## config.mk

```make
export PLATFORM = sky130hd
export DESIGN_NAME = hack_boot_sequencer
export DESIGN_NICKNAME = d
export VERILOG_FILES = /design/src/rtl/hack_boot_sequencer.sv
export SDC_FILE = /design/constraint.sdc
export NUM_CORES = 1
export LEC_CHECK = 0
export CAP_MARGIN = 40
export CORE_MARGIN = 8
export CORE_UTILIZATION = 54
export DETAILED_ROUTE_END_ITERATION = 10
export GPL_ROUTABILITY_DRIVEN = 0
export PLACE_DENSITY = 0.87
export SLEW_MARGIN = 15
export SYNTH_ARGS = -nofsm -noshare
export SYNTH_HDL_FRONTEND = slang
export SYNTH_SLANG_ARGS = --single-unit
```

## constraint.sdc

```tcl
create_clock -name EXTERNAL_CLK -period 2.33 [get_ports EXTERNAL_CLK]
set_input_delay 0.3495 -clock EXTERNAL_CLK [delete_from_list [all_inputs] [get_ports EXTERNAL_CLK]]
set_output_delay 0.3495 -clock EXTERNAL_CLK [all_outputs]
set_load 0.1 [all_outputs]
```

## src/rtl/hack_boot_sequencer.sv

```systemverilog
// Boot sequencer for the Hack SoC: loads ROM, holds the CPU in reset to settle,
// then runs, pauses or single-steps the CPU under button control.
module hack_boot_sequencer #(
    parameter int LOAD_TIMEOUT  = 4096,
    parameter int SETTLE_CYCLES = 8,
    parameter int STEP_CYCLES   = 1
) (
    input  logic        EXTERNAL_CLK,
    input  logic        reset,
    input  logic        loader_done,
    input  logic        pause_toggle,
    input  logic        step_req,
    input  logic        reload_req,
    input  logic        hold_reset,
    output logic        run_loader,
    output logic        hack_external_reset,
    output logic        cpu_clk_en,
    output logic [2:0]  state,
    output logic        load_error,
    output logic [15:0] load_cycles
);

    typedef enum logic [2:0] {
        IDLE   = 3'd0,
        LOAD   = 3'd1,
        SETTLE = 3'd2,
        RUN    = 3'd3,
        PAUSED = 3'd4,
        STEP   = 3'd5,
        ERROR  = 3'd6
    } state_t;

    localparam logic [15:0] LOAD_LAST   = 16'(LOAD_TIMEOUT - 1);
    localparam logic [15:0] SETTLE_LAST = 16'(SETTLE_CYCLES - 1);
    localparam logic [15:0] STEP_LAST   = 16'(STEP_CYCLES - 1);

    state_t      state_reg, state_next;
    logic [15:0] counter_reg, counter_next;
    logic        load_error_reg, load_error_next;
    logic [15:0] load_cycles_reg, load_cycles_next;
    logic        run_loader_reg, run_loader_next;
    logic        force_reset_reg, force_reset_next;
    logic        hold_en_reg, hold_en_next;
    logic        clk_en_reg, clk_en_next;

    always_comb begin
        state_next       = state_reg;
        counter_next     = counter_reg;
        load_error_next  = load_error_reg;
        load_cycles_next = load_cycles_reg;
        case (state_reg)
            IDLE: begin
                counter_next = '0;
                state_next   = LOAD;
            end
            LOAD: begin
                // A completion on the timeout cycle still counts as success.
                if (loader_done) begin
                    load_cycles_next = counter_reg + 16'd1;
                    counter_next     = '0;
                    state_next       = SETTLE;
                end else if (counter_reg == LOAD_LAST) begin
                    load_error_next = 1'b1;
                    state_next      = ERROR;
                end else begin
                    counter_next = counter_reg + 16'd1;
                end
            end
            SETTLE: begin
                if (counter_reg == SETTLE_LAST) begin
                    counter_next = '0;
                    state_next   = RUN;
                end else begin
                    counter_next = counter_reg + 16'd1;
                end
            end
            RUN: begin
                if (reload_req)        state_next = IDLE;
                else if (pause_toggle) state_next = PAUSED;
            end
            PAUSED: begin
                if (reload_req)        state_next = IDLE;
                else if (pause_toggle) state_next = RUN;
                else if (step_req) begin
                    counter_next = '0;
                    state_next   = STEP;
                end
            end
            STEP: begin
                if (reload_req) begin
                    state_next = IDLE;
                end else if (counter_reg == STEP_LAST) begin
                    counter_next = '0;
                    state_next   = PAUSED;
                end else begin
                    counter_next = counter_reg + 16'd1;
                end
            end
            ERROR: begin
                if (reload_req) begin
                    load_error_next = 1'b0;
                    state_next      = IDLE;
                end
            end
            default: state_next = IDLE;
        endcase

        if (reset) begin
            state_next       = IDLE;
            counter_next     = '0;
            load_error_next  = 1'b0;
            load_cycles_next = '0;
        end
    end

    // Output bits are decoded from the next state so they register alongside it.
    always_comb begin
        run_loader_next  = 1'b0;
        force_reset_next = 1'b1;
        hold_en_next     = 1'b0;
        clk_en_next      = 1'b0;
        case (state_next)
            LOAD:   run_loader_next = 1'b1;
            SETTLE: clk_en_next = 1'b1;
            RUN: begin
                force_reset_next = 1'b0;
                hold_en_next     = 1'b1;
                clk_en_next      = 1'b1;
            end
            PAUSED: begin
                force_reset_next = 1'b0;
                hold_en_next     = 1'b1;
            end
            STEP: begin
                force_reset_next = 1'b0;
                hold_en_next     = 1'b1;
                clk_en_next      = 1'b1;
            end
            default: ;
        endcase
    end

    always_ff @(posedge EXTERNAL_CLK) begin
        state_reg       <= state_next;
        counter_reg     <= counter_next;
        load_error_reg  <= load_error_next;
        load_cycles_reg <= load_cycles_next;
        run_loader_reg  <= run_loader_next;
        force_reset_reg <= force_reset_next;
        hold_en_reg     <= hold_en_next;
        clk_en_reg      <= clk_en_next;
    end

    assign state               = state_reg;
    assign run_loader          = run_loader_reg;
    assign hack_external_reset = force_reset_reg | (hold_en_reg & hold_reset);
    assign cpu_clk_en          = clk_en_reg;
    assign load_error          = load_error_reg;
    assign load_cycles         = load_cycles_reg;

endmodule

```

==> impl_metrics.ini <==
[floorplan]
die_h_um = 79.2
ios = 30
rows = 23
initial_core_util = 0.551
design.die.area_mm2 = 0.00628
fp.coreArea_mm2 = 0.00391
die_w_um = 79.2

[yosys]
synth_top_family_by_area = simple AND/OR/NAND/NOR gates
syn_area_per_cell_um2 = 8.99
ys.flop_type = dfxtp_1
synth.area.top_cells = dfxtp_1, nor2_1, a211oi_1
ys_warn_count = 0
synth_xor_area_frac = 0.0365
netlist_area_mm2 = 0.00216
synth_top_cell_area_share = 0.371
synth-seq-cells = 40
ys_seq_area_frac = 0.371
synth-edff-count = 0
synthArstFlopShare = 0
syn_nets = 249
yosys.area_share.simple = 0.275
synthAdderAreaFrac = 0.0116
synth_cell_types = 66
syn_inst = 240
synth_mux_area_frac = 0.0145
synth.largest_area_cell = dfxtp_1
synth_compound_area_frac = 0.223

[power]
switching_share = 0.368
vdd_drop_max_mv = 0.407
p_per_area_mw_per_mm2 = 738
p_int_uw = 1190
power_frac_comb = 0.291
p_total_uw = 1880
power_leakage_uw = 0.000989
seqPwrFrac = 0.406
power.switching_uw = 690
power_frac_clock = 0.304

[sta]
tightest_slew_ns = 0.548
final.setup.tns_ns = 0
finalCritPeriodShare = 0.934
whs_ns = 0.501
maxSlewViolCount = 0
fmax_ghz = 0.460
setup_viol = 0
fin_worst_skew_ns = 0.00776
fin_crit_ns = 2.18
rsz0062_at_grt = no
slew_headroom = 0.632
hold_violations = 0

[global_route]
grt_use_total = 0.156
grt_overflow = 0
antenna_found_initial = 0
grt_pass1_vias = 1688
grt_pass1_wl_um = 7870
grt_max_degree = 21

[final_layout]
syn_to_final_growth_pct = 17.9
drive_above_1_share = 0.259
antennaDiodeCount = 0
final_cell_area_mm2 = 0.00254
fin_nets = 282
nFillCells = 335

[clock_network]
cts_buffers = 5
root_buffer = clkbuf_8
cts_hold_buf = 0
numClockSinks = 40
clkTransAtPathRegs_ns = 0.08
clk_latency_ns = 0.30
postCtsSetupRepairBufs = 0
cts_tree = yes
cts_resized = 0
ctsHtreeMaxLevel = 2
ctsLongestPathBuffers = 2

[worst_setup_path]
cp_max_fo = 8
critical_path.top_delay_family = simple AND/OR/NAND/NOR gates
crit_path_frequent_cell = nand3_1
cpPeakStageDelay_ns = 0.53
start_kind = register
cp-end-kind = register
crit_arrival_ns = 2.42
crit_buf_inv = 0
crit_path_top_delay_cell = nor3_1
worstSetupPathType = reg2reg
critPathRequiredTime_ns = 2.58
crit_chain = nand3_1 -> nor3_1 -> nand3_1 -> or2_0 -> a211oi_1 -> a21o_2

[route]
via_per_inst = 5.73
wl_um = 4720
dr_wl_met2_um = 2150
dr.pass1.iters = 4
drtIter0Drc = 150
top_layer = met4
wl_per_cell_um = 14.6
ant_nets = 0
drc = 0
met1_length_um = 2190
vias = 1856
wl_met3_um = 284

[place]
placed_area_mm2 = 0.00243
io_buffers = 29
hpwl_um = 3450

[hold_path]
hold_class = reg2reg

[outcome]
status = complete, no violations

[run]
max_cap_viol_count = 0
-- final timing paths --
| path | from | endpoint | slack, ns | depth (start not counted) |
|---|---|---|---|---|
| hold reg to reg | load_cycles[12] | load_cycles[12] | 0.50 | 2 |
| setup / recovery | counter_reg[6] | counter_reg[13] | 0.15 | 6 |
| hold / removal | load_cycles[12] | load_cycles[12] | 0.50 | 2 |
| setup reg to reg | counter_reg[6] | counter_reg[13] | 0.15 | 6 |
-- layout by cell type, fill, tap and decap left out, drive strengths merged, types with 5 or more instances in the layout --
master / instances
nand3: 9
nor2: 38
o21bai: 6
a211oi: 13
o21ai: 8
a21o: 5
buf: 36
nor4: 6
xor2: 5
clkdlybuf4s50: 6
clkbuf: 5
nor3: 6
nand2: 17
dfxtp: 40
-- worst reg2reg max path: stages (launching register included) --
cell and delay, ns:
dfxtp_1 0.50, nand3_1 0.25, nor3_1 0.53, nand3_1 0.17, or2_0 0.26, a211oi_1 0.28
a21o_2 0.13
-- cell type report --
cell class                      count  area [um2]  share of cell area
Clock buffer                        5        68.8              0.0271
Clock inverter                      3        42.5              0.0167
Inverter                            4        15.0             0.00590
Multi-Input combinational cell    180        1210               0.475
Sequential cell                    40         803               0.316
Tap cell                           50        62.6              0.0246
Timing Repair Buffer               42         343               0.135
-- kinds of logic (layout without fill, tap and decap cells) --
logic type / Yosys count / after routing
muxes: 3 / 3
and+or+nand+nor: 107 / 107
buffers and inverters: 20 / 54
adders and majority gates: 2 / 2
AOI/OAI and AO/OA: 59 / 59
xor gates and xnor gates: 9 / 9
DFF: 40 / 40
-- layer usage --
layer  vias to the layer above  GRT usage
met5                         -          0
met4                         0     0.0833
li1                        947          -
met3                         8     0.0519
met1                       856      0.192
met2                        45      0.234
-- stage by stage --
step / instances / util / worst slack (ns)
5_1_grt: 324 / 0.650 / 0.0171
6_report: 324 / 0.650 / 0.155
3_3_place_gp: 316 / 0.621 / 0.122
2_1_floorplan: 240 / - / 0.0506
3_5_place_dp: 316 / 0.621 / 0.0672
4_1_cts: 324 / 0.650 / 0.181
-- power by group through the flow --
stage / Clock, uW / Sequential, uW / Combinational, uW
after detailed placement: 0 / 778 / 546
after floorplan: 0 / 1030 / 176
after CTS: 579 / 762 / 548
final: 570 / 762 / 545
after global placement: 0 / 777 / 541
after global routing: 611 / 769 / 573
-- synth_stat cells, drive strengths merged, types with 3 or more instances --
master   n
nand4    3
dfxtp   40
xnor2    4
nor4     6
inv      4
nor2b    4
nor3     6
o21bai   6
a21oi    4
buf      6
a311oi   4
a211oi  13
or2      4
nor3b    3
nand3    9
a22o     3
and3     3
clkbuf  10
o21ai    8
a221o    4
nand2   17
nor2    38
xor2     5
a21o     5
(Power assumes the default switching activity.)
